### src/rtl/edge_event_arbiter.sv
// edge_event_arbiter
//   Watches NCH single-bit inputs for rising and/or falling edges, holds each
//   detected edge as a pending event, and serialises pending events onto a
//   single valid/ready port using round-robin priority. Overruns (a new edge
//   arriving while the channel still holds an undelivered event) are recorded
//   in sticky per-channel flags and a saturating drop counter.
//
// Ports
//   clk        sole clock, posedge
//   rst_n      asynchronous active-low reset
//   inp        channel inputs, synchronous to clk
//   mode       per channel [2i+1:2i]: 00 off, 01 rising, 10 falling, 11 both
//   evt_valid  event presented on evt_ch / evt_kind
//   evt_ready  consumer accepts when evt_valid && evt_ready at posedge
//   evt_ch     channel index of presented event
//   evt_kind   1 = rising edge, 0 = falling edge
//   ovf        sticky per-channel overrun flags
//   drop_cnt   saturating count of dropped edges
//   clr_ovf    single-cycle pulse clearing ovf and drop_cnt
//
// Detection state machine
//   state      | meaning
//   ST_WAIT    | first cycle after reset; dly not yet valid, detection gated
//   ST_RUN     | dly holds last sample; edges qualified normally

module edge_event_arbiter #(
  parameter int NCH   = 4,
  parameter int CNT_W = 8,
  // derived from NCH; not meant to be overridden
  parameter int CH_W  = $clog2(NCH)
) (
  input  logic              clk,
  input  logic              rst_n,
  input  logic [NCH-1:0]    inp,
  input  logic [2*NCH-1:0]  mode,
  output logic              evt_valid,
  input  logic              evt_ready,
  output logic [CH_W-1:0]   evt_ch,
  output logic              evt_kind,
  output logic [NCH-1:0]    ovf,
  output logic [CNT_W-1:0]  drop_cnt,
  input  logic              clr_ovf
);

  localparam int SUM_W = ((CNT_W > CH_W + 1) ? CNT_W : CH_W + 1) + 1;

  typedef enum logic {
    ST_WAIT = 1'b0,
    ST_RUN  = 1'b1
  } state_t;

  state_t state, state_nxt;
  logic   primed;

  logic [NCH-1:0]   dly;
  logic [NCH-1:0]   pend, pend_nxt;
  logic [NCH-1:0]   pkind, pkind_nxt;
  logic [NCH-1:0]   en_r, en_f, off;
  logic [NCH-1:0]   rise, fall, hit;
  logic [NCH-1:0]   load;
  logic [NCH-1:0]   ovr;
  logic [CH_W-1:0]  rr, rr_nxt;
  logic [CH_W-1:0]  gnt_idx;
  logic             gnt_found;
  logic             slot_free;
  logic [CH_W:0]    n_ovr;
  logic [SUM_W-1:0] drop_sum;
  logic [CNT_W-1:0] drop_sat;

  // ---------------------------------------------------------------- priming
  always_ff @(posedge clk or negedge rst_n) begin
    if (!rst_n) state <= ST_WAIT;
    else        state <= state_nxt;
  end

  always_comb begin
    state_nxt = state;
    primed    = 1'b0;
    case (state)
      ST_WAIT: state_nxt = ST_RUN;
      ST_RUN:  primed    = 1'b1;
      default: state_nxt = ST_WAIT;
    endcase
  end

  // -------------------------------------------------------- edge detection
  always_comb begin
    en_r = '0;
    en_f = '0;
    for (int i = 0; i < NCH; i++) begin
      en_r[i] = mode[2*i];
      en_f[i] = mode[2*i+1];
    end
  end

  assign off  = ~(en_r | en_f);
  assign rise = inp & ~dly;
  assign fall = ~inp & dly;
  assign hit  = {NCH{primed}} & ((en_r & rise) | (en_f & fall));

  // ---------------------------------------------------- round-robin grant
  assign slot_free = !evt_valid || evt_ready;

  // Search starts at rr and wraps; index arithmetic is done in int so a
  // non-power-of-two NCH wraps correctly.
  always_comb begin
    gnt_found = 1'b0;
    gnt_idx   = '0;
    for (int k = 0; k < NCH; k++) begin
      int j;
      j = int'(rr) + k;
      if (j >= NCH) j = j - NCH;
      if (!gnt_found && pend[j]) begin
        gnt_found = 1'b1;
        gnt_idx   = CH_W'(j);
      end
    end
  end

  assign rr_nxt = (gnt_idx == CH_W'(NCH - 1)) ? '0 : gnt_idx + 1'b1;

  always_comb begin
    load = '0;
    for (int i = 0; i < NCH; i++)
      load[i] = slot_free && gnt_found && (gnt_idx == CH_W'(i));
  end

  // ------------------------------------------------------- pending update
  // A new edge on a channel being moved to the output this cycle simply
  // refills the pending slot; it only counts as an overrun when the held
  // event is staying put.
  always_comb begin
    pend_nxt  = pend;
    pkind_nxt = pkind;
    ovr       = '0;
    for (int i = 0; i < NCH; i++) begin
      if (off[i]) begin
        pend_nxt[i] = 1'b0;
      end else if (hit[i] && (!pend[i] || load[i])) begin
        pend_nxt[i]  = 1'b1;
        pkind_nxt[i] = rise[i];
      end else if (hit[i]) begin
        ovr[i] = 1'b1;
      end else if (load[i]) begin
        pend_nxt[i] = 1'b0;
      end
    end
  end

  // ------------------------------------------------------ drop accounting
  always_comb begin
    n_ovr = '0;
    for (int i = 0; i < NCH; i++)
      n_ovr = n_ovr + (CH_W+1)'(ovr[i]);
  end

  assign drop_sum = SUM_W'(drop_cnt) + SUM_W'(n_ovr);
  assign drop_sat = (drop_sum > SUM_W'({CNT_W{1'b1}})) ? {CNT_W{1'b1}}
                                                       : drop_sum[CNT_W-1:0];

  // ------------------------------------------------------------ registers
  always_ff @(posedge clk or negedge rst_n) begin
    if (!rst_n) begin
      dly       <= '0;
      pend      <= '0;
      pkind     <= '0;
      ovf       <= '0;
      drop_cnt  <= '0;
      evt_valid <= 1'b0;
      evt_ch    <= '0;
      evt_kind  <= 1'b0;
      rr        <= '0;
    end else begin
      dly   <= inp;
      pend  <= pend_nxt;
      pkind <= pkind_nxt;

      if (clr_ovf) begin
        ovf      <= '0;
        drop_cnt <= '0;
      end else begin
        ovf      <= ovf | ovr;
        drop_cnt <= drop_sat;
      end

      if (slot_free) begin
        if (gnt_found) begin
          evt_valid <= 1'b1;
          evt_ch    <= gnt_idx;
          evt_kind  <= pkind[gnt_idx];
          rr        <= rr_nxt;
        end else begin
          evt_valid <= 1'b0;
        end
      end
    end
  end

endmodule

### config.mk
export PLATFORM = sky130hd
export DESIGN_NAME = edge_event_arbiter
export DESIGN_NICKNAME = d
export VERILOG_FILES = /design/src/rtl/edge_event_arbiter.sv
export SDC_FILE = /design/constraint.sdc
export NUM_CORES = 1
export LEC_CHECK = 0
export BUFFER_PORTS_ARGS = -buffer_cell sky130_fd_sc_hd__buf_2
export CORE_ASPECT_RATIO = 0.7
export CORE_UTILIZATION = 48
export DETAILED_ROUTE_END_ITERATION = 7
export PLACE_DENSITY = 0.75
export SLEW_MARGIN = 20
export SYNTH_ARGS = -nofsm -noshare
export SYNTH_HDL_FRONTEND = slang
export SYNTH_SLANG_ARGS = --single-unit
### constraint.sdc
create_clock -name clk -period 3.6 [get_ports clk]
set_input_delay 0.18 -clock clk [delete_from_list [all_inputs] [get_ports clk]]
set_output_delay 0.18 -clock clk [all_outputs]
set_load 0.01 [all_outputs]
# ---- Word level (Yosys, flattened, before mapping)
# Cells that the tools add are included.
dict set report op_classes {
  n_eq_ne 7
  n_addsub 12
  bitwise 15
  reduce_logical 39
  muxes 60
  n_lt_le_gt_ge 10
}
# operator count
set ops {}
lappend ops {{less-than comparator 32 x 4 -> 1 bit, second input constant} 4}
lappend ops {{2-to-1 mux 32 bit} 4}
lappend ops {{2-to-1 mux 1 bit} 43}
lappend ops {{bitwise AND 4 bit} 5}
lappend ops {{AND reduction 2 bit} 9}
lappend ops {{2-to-1 mux 8 bit} 2}
lappend ops {{logical AND 1 bit} 12}
lappend ops {{!= test 3 x 2 -> 1 bit, second input constant} 4}
lappend ops {{NOT 4 bit} 3}
lappend ops {{bitwise OR 4 bit} 3}
lappend ops {{nonzero test 3 bit} 4}
lappend ops {{subtractor 3 x 3 -> 4 bit, second input constant} 3}
lappend ops {{binary-select mux 1 bit (select 2 bit)} 5}
lappend ops {{2-to-1 mux 2 bit} 5}
lappend ops {{adder 8 x 3 -> 9 bit} 1}
lappend ops {{>= comparator 3 bit, second input constant} 3}
lappend ops {{greater-than comparator 9 x 8 -> 1 bit, second input constant} 1}
lappend ops {{logical NOT 1 bit} 8}
lappend ops {{adder 2 x 2 -> 3 bit, second input constant} 2}
lappend ops {{logical OR 1 bit} 5}
lappend ops {{equality test 2 bit, second input constant} 2}
lappend ops {{2-to-1 mux 4 bit} 1}
lappend ops {{NOT 1 bit} 4}
lappend ops {{subtractor 2 x 3 -> 4 bit, second input constant} 1}
lappend ops {{other kinds (9)} 9}
dict set report totals {
  elab_cells 159
  ff_bits 31
  inputBits 16
  output_inout_bits 16
}

# ---- Depth between registers and ports, before layout
# Gate-level depths: netlist of run 1.
dict set report depth {
  word_depth 28
  ltp_mapped 15
  mapped_depth_nobuf 15
}

# ---- Worst setup path after synthesis of run 1
# OpenSTA, ideal clock, no wires.
dict set report synth_timing {
  path_type {register to register}
  from {register rr[1]}
  to {register drop_cnt[6]}
  arrival_ps 3769
  setup_ps 86
  synth_period_minus_slack_ps 3855
  path_slack_ps -255
  t_required_ps 3514
  path_stages_with_launch 16
  path_buffers 0
  cell_sequence {dfrtp_1 a21oi_1 o21a_1 o22ai_1 inv_1 ha_1 a21boi_0 nand3_1 fa_1 inv_1 fa_1 fa_1 and3_1 and3_1 and3b_1 nor3_1}
}
dict set report synth_between {
  elab_chain_cells 28
  word_cells_on_any_way 73
  cone_classes {add/sub: 11; order compare: 5; eq/ne: 3; mux: 34; reduce/logical: 20}
}
# element line_no
set synth_rtl {}
lappend synth_rtl {{from (decl)} 62} ;# logic [CH_W-1:0] rr, rr_nxt;
lappend synth_rtl {{from (signal assigned)} 191} ;# rr <= rr_nxt;
lappend synth_rtl {{branches (longest 14 deep; another with subtractor 3 x 3 -> 4 bit)} -}
lappend synth_rtl {{2-to-1 mux 2 bit *} 113} ;# if (!gnt_found && pend[j]) begin
lappend synth_rtl {{via gnt_idx[1]} 63} ;# logic [CH_W-1:0] gnt_idx;
lappend synth_rtl {{equality test 2 x 1 -> 1 bit / logical NOT 2 bit (equally long branches)} 125} ;# load[i] = slot_free && gnt_found && (gnt_idx == CH_W'(i));
lappend synth_rtl {{logical AND 1 bit} 125}
lappend synth_rtl {{logical OR 1 bit} 139} ;# end else if (hit[i] && (!pend[i] || load[i])) begin
lappend synth_rtl {{logical AND 1 bit} 139}
lappend synth_rtl {{2-to-1 mux 1 bit} 139}
lappend synth_rtl {{2-to-1 mux 1 bit} 137} ;# if (off[i]) begin
lappend synth_rtl {{adder 1 x 1 -> 2 bit} 154} ;# n_ovr = n_ovr + (CH_W+1)'(ovr[i]);
lappend synth_rtl {{adder 2 x 1 -> 3 bit} 154}
lappend synth_rtl {{adder 3 x 1 -> 3 bit *} 154}
lappend synth_rtl {{adder 8 x 3 -> 9 bit *} 157} ;# assign drop_sum = SUM_W'(drop_cnt) + SUM_W'(n_ovr);
lappend synth_rtl {{greater-than comparator 9 x 8 -> 1 bit} 158} ;# assign drop_sat = (drop_sum > SUM_W'({CNT_W{1'b1}})) ? {CNT_W{1'b1}}
lappend synth_rtl {{2-to-1 mux 8 bit *} 158}
lappend synth_rtl {{2-to-1 mux 8 bit *} 178} ;# if (clr_ovf) begin
lappend synth_rtl {{to (signal assigned)} 183} ;# drop_cnt <= drop_sat;
lappend synth_rtl {{to (decl)} 41} ;# output logic [CNT_W-1:0] drop_cnt,
# Mark *: on every way through the listed nets, which the timed path passes. The select of a mux whose other input is x is not followed.
# A chain may end at the register's enable or synchronous reset.

# ---- Worst setup path in the final report of run 1
dict set report layout_timing {
  from {register rr[1]}
  to {register drop_cnt[6]}
}
dict set report layout_between {
  elab_chain_cells 28
  word_cells_on_any_way 73
  cone_classes {add/sub: 11; order compare: 5; eq/ne: 3; mux: 34; reduce/logical: 20}
}
# element line_no
set layout_rtl {}
lappend layout_rtl {{branches (longest 23 deep; another with subtractor 3 x 3 -> 4 bit)} -}
lappend layout_rtl {{adder 3 x 1 -> 3 bit *} 154}
lappend layout_rtl {{adder 8 x 3 -> 9 bit *} 157}
lappend layout_rtl {{greater-than comparator 9 x 8 -> 1 bit} 158}
lappend layout_rtl {{2-to-1 mux 8 bit *} 158}
lappend layout_rtl {{2-to-1 mux 8 bit *} 178}
# Mark *: on every way between the ends. The select of a mux whose other input is x is not followed.

==> metrics.yaml, run 1 <==
status: "finished with violations"
violations: "design-rule violations"
hold_viol: 0
async_flop_share: 1.00
synthTopCellsByCount: "dfrtp_1 (31), nand2_1 (21), a21oi_1 (14), inv_1 (14)"
via_count: 1365
crit_family: "adder cells"
cp-start-kind: "flip-flop"
ys_top_cells_by_area: "dfrtp_1 (49%), nand2_1 (5.0%), a21oi_1 (4.4%)"
p_per_area_mw_per_mm2: 587
placementRows: 17
grt_pass1_vias: 1357
timing.final.ws_setup_ns: 0.0574
cap_violations: 0
critPathMaxFanout: 6
synth.distinct_cells: 32
worst_slew_pin_slew_ns: 0.691
netlist_area_mm2: 0.00159
cp_cell_sequence: "buf_4 > a21boi_1 > o221ai_2 > ha_1 > a21boi_2 > nand3_2 > fa_1 > inv_1 > fa_2 > fa_2 > and3_4 > and3_4 > and3b_1 > nor3_2"
path_buf_inv: 2
drive_gt1_frac: 0.390
ioPinCount: 32
netlist.top_cell.by_area: "dfrtp_1"
cts.clk_slew.worst_paths_ns: 0.07
fin_area_mm2: 0.00212
dieArea_mm2: 0.00354
holdWs_ns: 0.0244
setup_viol_count_final: 0
htreeDepth: 2
synth_edf_count: 0
grt_overflow: 0
gp_congestion: 0.774
routed_wl_um: 3890
required_ns: 3.81
start_util: 0.504
num_antenna_cells: 0
power_leakage_nw: 1.03
hpwl_um: 2570
end_kind: "flip-flop"
fin_skew_ns: 0.00491
clock_path_buffers: 2
max-vdd-ir-drop_uv: 294
worst_path_largest_cell_delay_ns: 0.53
syn_avg_cell_area_um2: 9.98
slowest_stage: "fa_1"
pre_cts_slack_ns: -0.107
fillers: 256
maxSlewHeadroom: 0.539
ys_ff_latch: 31
setup_tns_ns: 0
finalPower_mw: 1.24
synth_cells: 159
die_h_um: 50.1
area_growth_syn_to_layout_pct: 33.6
avgViaCountPerCell: 5.44
nNetsFinal: 236
synth_nets: 183
worstPathArrival_ns: 3.75
cts_root_buf: "clkbuf_8"
numCtsBuffers: 5
synth_top_flop_cell: "dfrtp_1"
die_x_um: 70.7
hold_path_class: "input pin to flip-flop"
ys_seq_area_frac: 0.489
clk_latency_ns: 0.29
grt_max_degree: 32
path_class: "flip-flop to flip-flop"
cts_tree: "done"
drv_slew: 0
track_usage: 0.237
dr.pass1.iters: 6
post_drt_wl_per_cell_um: 15.5
drc: 2
core_mm2: 0.00315
rsz0062_at_grt: "true"
fmax_mhz: 282
ant_nets: 0
grt_pass1_wl_um: 6090
yosysTopAreaCellShare: 0.489
port_buffers: 31
fin_crit_sh: 0.984
min_period_ns: 3.54
drt_iter0_drc: 111
yosys_warnings: 0
grt_antenna_before_repair: 0
post_dp_cell_area_mm2: 0.00189
synth_most_common_cell: "dfrtp_1"
clock-sinks: 31
## through the flow
step,util,cells
after floorplan,-,159
after global placement,0.599,237
after detailed placement,0.599,237
after CTS,0.649,248
after global routing,0.673,251
final,0.673,251
## per-layer routing
metal	track usage	wire [µm]	vias up
met3	0.0777	214	4
met1	0.283	1670	677
li1	-	-	641
met5	0	0	-
met4	0.110	38	0
met2	0.389	1960	43
## flip-flops by register name, summed over array words and instances (netlist names)
signal	count
drop_cnt	8
dly	4
ovf	4
pend	4
pkind	4
evt_ch	2
rr	2
evt_kind	1
evt_valid	1
state	1
## timing repair
action,in CTS,in global routing
setup endpoints to repair,7,7
endpoints found under the hold margin,31,0
hold buffers,1,0
pin swaps,1,8
resized for setup,9,12
buffers inserted,2,3
## placed cells by master, fill, tap and decap left out, drive strengths merged, types with 3 or more instances in the layout
| master | n |
|---|---|
| a21boi | 5 |
| a21oi | 14 |
| buf | 48 |
| clkbuf | 8 |
| dfrtp | 31 |
| fa | 3 |
| ha | 5 |
| inv | 14 |
| mux2 | 5 |
| nand2 | 21 |
| nand2b | 3 |
| nand3 | 8 |
| nor2 | 8 |
| nor2b | 6 |
| o21ai | 8 |
| o2bb2ai | 4 |
| xnor2 | 4 |
## power breakdown
group / switching (mW) / leakage [nW] / internal [mW] / total, mW
sequential: 0.0636 / 0.396 / 0.413 / 0.476
combinational: 0.236 / 0.580 / 0.232 / 0.468
clock: 0.126 / 0.0515 / 0.174 / 0.300
total: 0.425 / 1.03 / 0.819 / 1.24
## final timing paths
check | startpoint | endpoint | slack [ns] | cells after the start
setup / recovery | rr[1] | drop_cnt[6] | 0.06 | 14
min in group asynchronous | rst_n | rr[0] | 0.47 | 2
hold reg to reg | evt_ch[0] | evt_ch[0] | 0.47 | 2
hold / removal | inp[0] | dly[0] | 0.02 | 1
max in group asynchronous | rst_n | pend[1] | 2.64 | 2
setup reg to reg | rr[1] | drop_cnt[6] | 0.06 | 14
## cell families after synthesis
kind of cell | share of synthesized area
xor gates and xnor gates | 0.0221
other | 0.00236
adders and majority gates | 0.0773
muxes | 0.0505
AOI/OAI and AO/OA | 0.152
and+or+nand+nor | 0.166
buffers and inverters | 0.0402
DFF | 0.489
## area by class of cell
type	instances	area, µm²	share of cell area
tap	38	47.5	0.0224
inverter	14	52.6	0.0248
sequential	31	779	0.368
multi-input combinational	111	847	0.400
timing repair buffer	49	293	0.138
clock buffer	8	100	0.0472
(Power assumes the default switching activity.)
==> inputs of run 2 (changes only) <==
--- a/config.mk
+++ b/config.mk
@@ -7,9 +7,9 @@
 export LEC_CHECK = 0
 export BUFFER_PORTS_ARGS = -buffer_cell sky130_fd_sc_hd__buf_2
 export CORE_ASPECT_RATIO = 0.7
-export CORE_UTILIZATION = 48
+export CORE_UTILIZATION = 30
 export DETAILED_ROUTE_END_ITERATION = 7
-export PLACE_DENSITY = 0.75
+export PLACE_DENSITY = 0.52
 export SLEW_MARGIN = 20
 export SYNTH_ARGS = -nofsm -noshare
 export SYNTH_HDL_FRONTEND = slang
==> metrics.yaml, run 2 (same netlist as run 1, synthesis figures left out) <==
routed_wl_um: 3440  # -12%
drt_iter0_drc: 56  # -50%
largest-register: "drop_cnt"
crit_family: "adder cells"
grt_overflow: 0  # unchanged
port_buffers: 31  # unchanged
worst_slew_pin_slew_ns: 0.712  # +0.0205 ns
combPwrFrac: 0.375  # about the same
fmax_mhz: 290  # +2.8%
ioPinCount: 32  # unchanged
cts_tree: "done"
fin_crit_sh: 0.958  # -0.0265
hpwl_um: 2620  # +1.8%
worstRegToRegCells: 15  # +1
intPower_uw: 786  # -4.1%
grt_pass1_wl_um: 5840  # -4.2%
status: "complete, no violations"
htreeDepth: 2  # unchanged
worst_path_largest_cell_delay_ns: 0.50  # -0.03 ns
cap_violations: 0  # unchanged
seqCellArea_um2: 778  # -0.16%
clock_path_buffers: 2  # unchanged
placementRows: 21  # +4
end_kind: "flip-flop"
power_frac_seq: 0.392  # +0.009
fin_util: 0.427  # -0.247
hold_path_depth: 1  # unchanged
worstPathArrival_ns: 3.64  # -0.11 ns
area_growth_syn_to_layout_pct: 32.8
clock-sinks: 31  # unchanged
drc: 0  # -2
clk_latency_ns: 0.28  # about the same
gp_congestion: 0.778  # +0.62%
p_clk_frac: 0.233  # -0.008
via_count: 1236  # -9.5%
required_ns: 3.80  # about the same
dieArea_mm2: 0.00559  # +58%
slowest_stage: "fa_1"
max-vdd-ir-drop_uv: 174  # -41%
track_usage: 0.139  # -0.0978
critPathMaxFanout: 5  # -1
dr.pass1.iters: 4  # -2
rrSetupSlack_ns: 0.15  # +0.10 ns
die_h_um: 62.8  # +25%
drv_slew: 0  # unchanged
worstReg2RegEnd: "drop_cnt[6]"
cts_root_buf: "clkbuf_8"
grt_antenna_before_repair: 0  # unchanged
die_x_um: 88.9  # +26%
min_period_ns: 3.45  # -0.0955 ns
final_common_cell: "buf_2"
min_to: "dly[1]"
nNetsFinal: 237  # +0.42%
p_per_area_mw_per_mm2: 558  # -4.9%
r2r-start: "rr[1]"
setup_viol_count_final: 0  # unchanged
ant_nets: 0  # unchanged
core_mm2: 0.00494  # +57%
worstSetupPathDepth: 15  # +1
multi_input_area_um2: 802  # -5.3%
cts.clk_slew.worst_paths_ns: 0.07  # about the same
grt_pass1_vias: 1224  # -9.8%
setup_tns_ns: 0  # unchanged
hold_path_class: "input pin to flip-flop"
start_util: 0.321  # -0.183
grt_max_degree: 32  # unchanged
rsz0062_at_grt: "true"
drive_gt1_frac: 0.362  # -0.0282
path_buf_inv: 2  # unchanged
fin_skew_ns: 0.00589  # +0.000980 ns
avgViaCountPerCell: 4.38  # -19%
swShare: 0.332  # -0.00955
cp_cell_sequence: "a21oi_1 > o21a_1 > o22ai_4 > inv_1 > ha_1 > a21boi_2 > nand3_2 > fa_1 > inv_1 > fa_2 > fa_2 > and3_4 > and3_4 > and3b_1 > nor3_1"
power_leakage_nw: 1.03  # -0.11%
num_antenna_cells: 0  # unchanged
fillers: 513  # +100%
numCtsBuffers: 5  # unchanged
min_from: "inp[1]"
hold_viol: 0  # unchanged
layout_common_cells: "buf_2 (31), dfrtp_1 (29), nand2_1 (21)"
post_drt_wl_per_cell_um: 12.2  # -21%
maxSlewHeadroom: 0.525  # -0.0137
switching_power_uw: 391  # -8.1%
cp-start-kind: "flip-flop"
largest_reg_flops: 8  # unchanged
path_class: "flip-flop to flip-flop"
run 2: worst max-delay path by stage:
stage,startpoint,end,slack (ns)
after floorplan,rr[1],drop_cnt[6],0.03
after global placement,pend[0],drop_cnt[3],-0.05
after detailed placement,pend[0],drop_cnt[1],-0.11
after CTS,pend[0],drop_cnt[6],0.03
after global routing,rr[1],drop_cnt[6],-0.03
final,rr[1],drop_cnt[6],0.15
run 2: per-layer routing:
layer	global-route usage	routed length, µm
met5	0	0
met3	0.0396	142
met2	0.173	1250
met4	0.0423	18
met1	0.222	2030
run 2: stage by stage:
| stage | hold slack (ns) | worst slack (ns) | area, µm² | std cells | total power, mW |
|---|---|---|---|---|---|
| floorplan | -0.116 | 0.0349 | 1600 | 159 | 0.704 |
| global placement | 0.290 | -0.0492 | 1950 | 271 | 0.889 |
| detailed placement | 0.279 | -0.110 | 1950 | 271 | 0.884 |
| CTS | 0.0256 | 0.0266 | 2080 | 281 | 1.19 |
| global route | 0.0287 | -0.0266 | 2110 | 282 | 1.26 |
| finish | 0.0309 | 0.153 | 2110 | 282 | 1.18 |
run 2: cell type report:
class                           count  area share
Clock buffer                        6      0.0392
Inverter                           14      0.0249
Tap cell                           69      0.0410
Timing Repair Buffer               50       0.143
Sequential cell                    31       0.369
Multi-Input combinational cell    111       0.381
Clock inverter                      1     0.00238
run 2: worst register-to-register path, cell delays in order (launching register included):
cell      delay, ns
dfrtp_2        0.41
a21oi_1        0.08
o21a_1         0.19
o22ai_4        0.17
inv_1          0.08
ha_1           0.19
a21boi_2       0.17
nand3_2        0.11
fa_1           0.50
inv_1          0.06
fa_2           0.39
fa_2           0.35
and3_4         0.19
and3_4         0.18
and3b_1        0.15
nor3_1         0.16
run 2: timing repair:
item | 4_1_cts | 5_1_grt
hold buffers | 1 | 0
resized for setup | 7 | 5
hold endpoints to repair | 31 | 0
setup buffers | 2 | 1
cloned | 0 | 0
endpoints found under the setup margin | 7 | 7
pin swaps | 1 | 1
run 2: power groups by stage:
stage | sequential (mW) | clock (mW) | combinational, mW
after floorplan | 0.477 | 0 | 0.227
after global placement | 0.464 | 0 | 0.425
after detailed placement | 0.466 | 0 | 0.418
after CTS | 0.461 | 0.281 | 0.444
after global routing | 0.470 | 0.296 | 0.492
final | 0.461 | 0.274 | 0.441
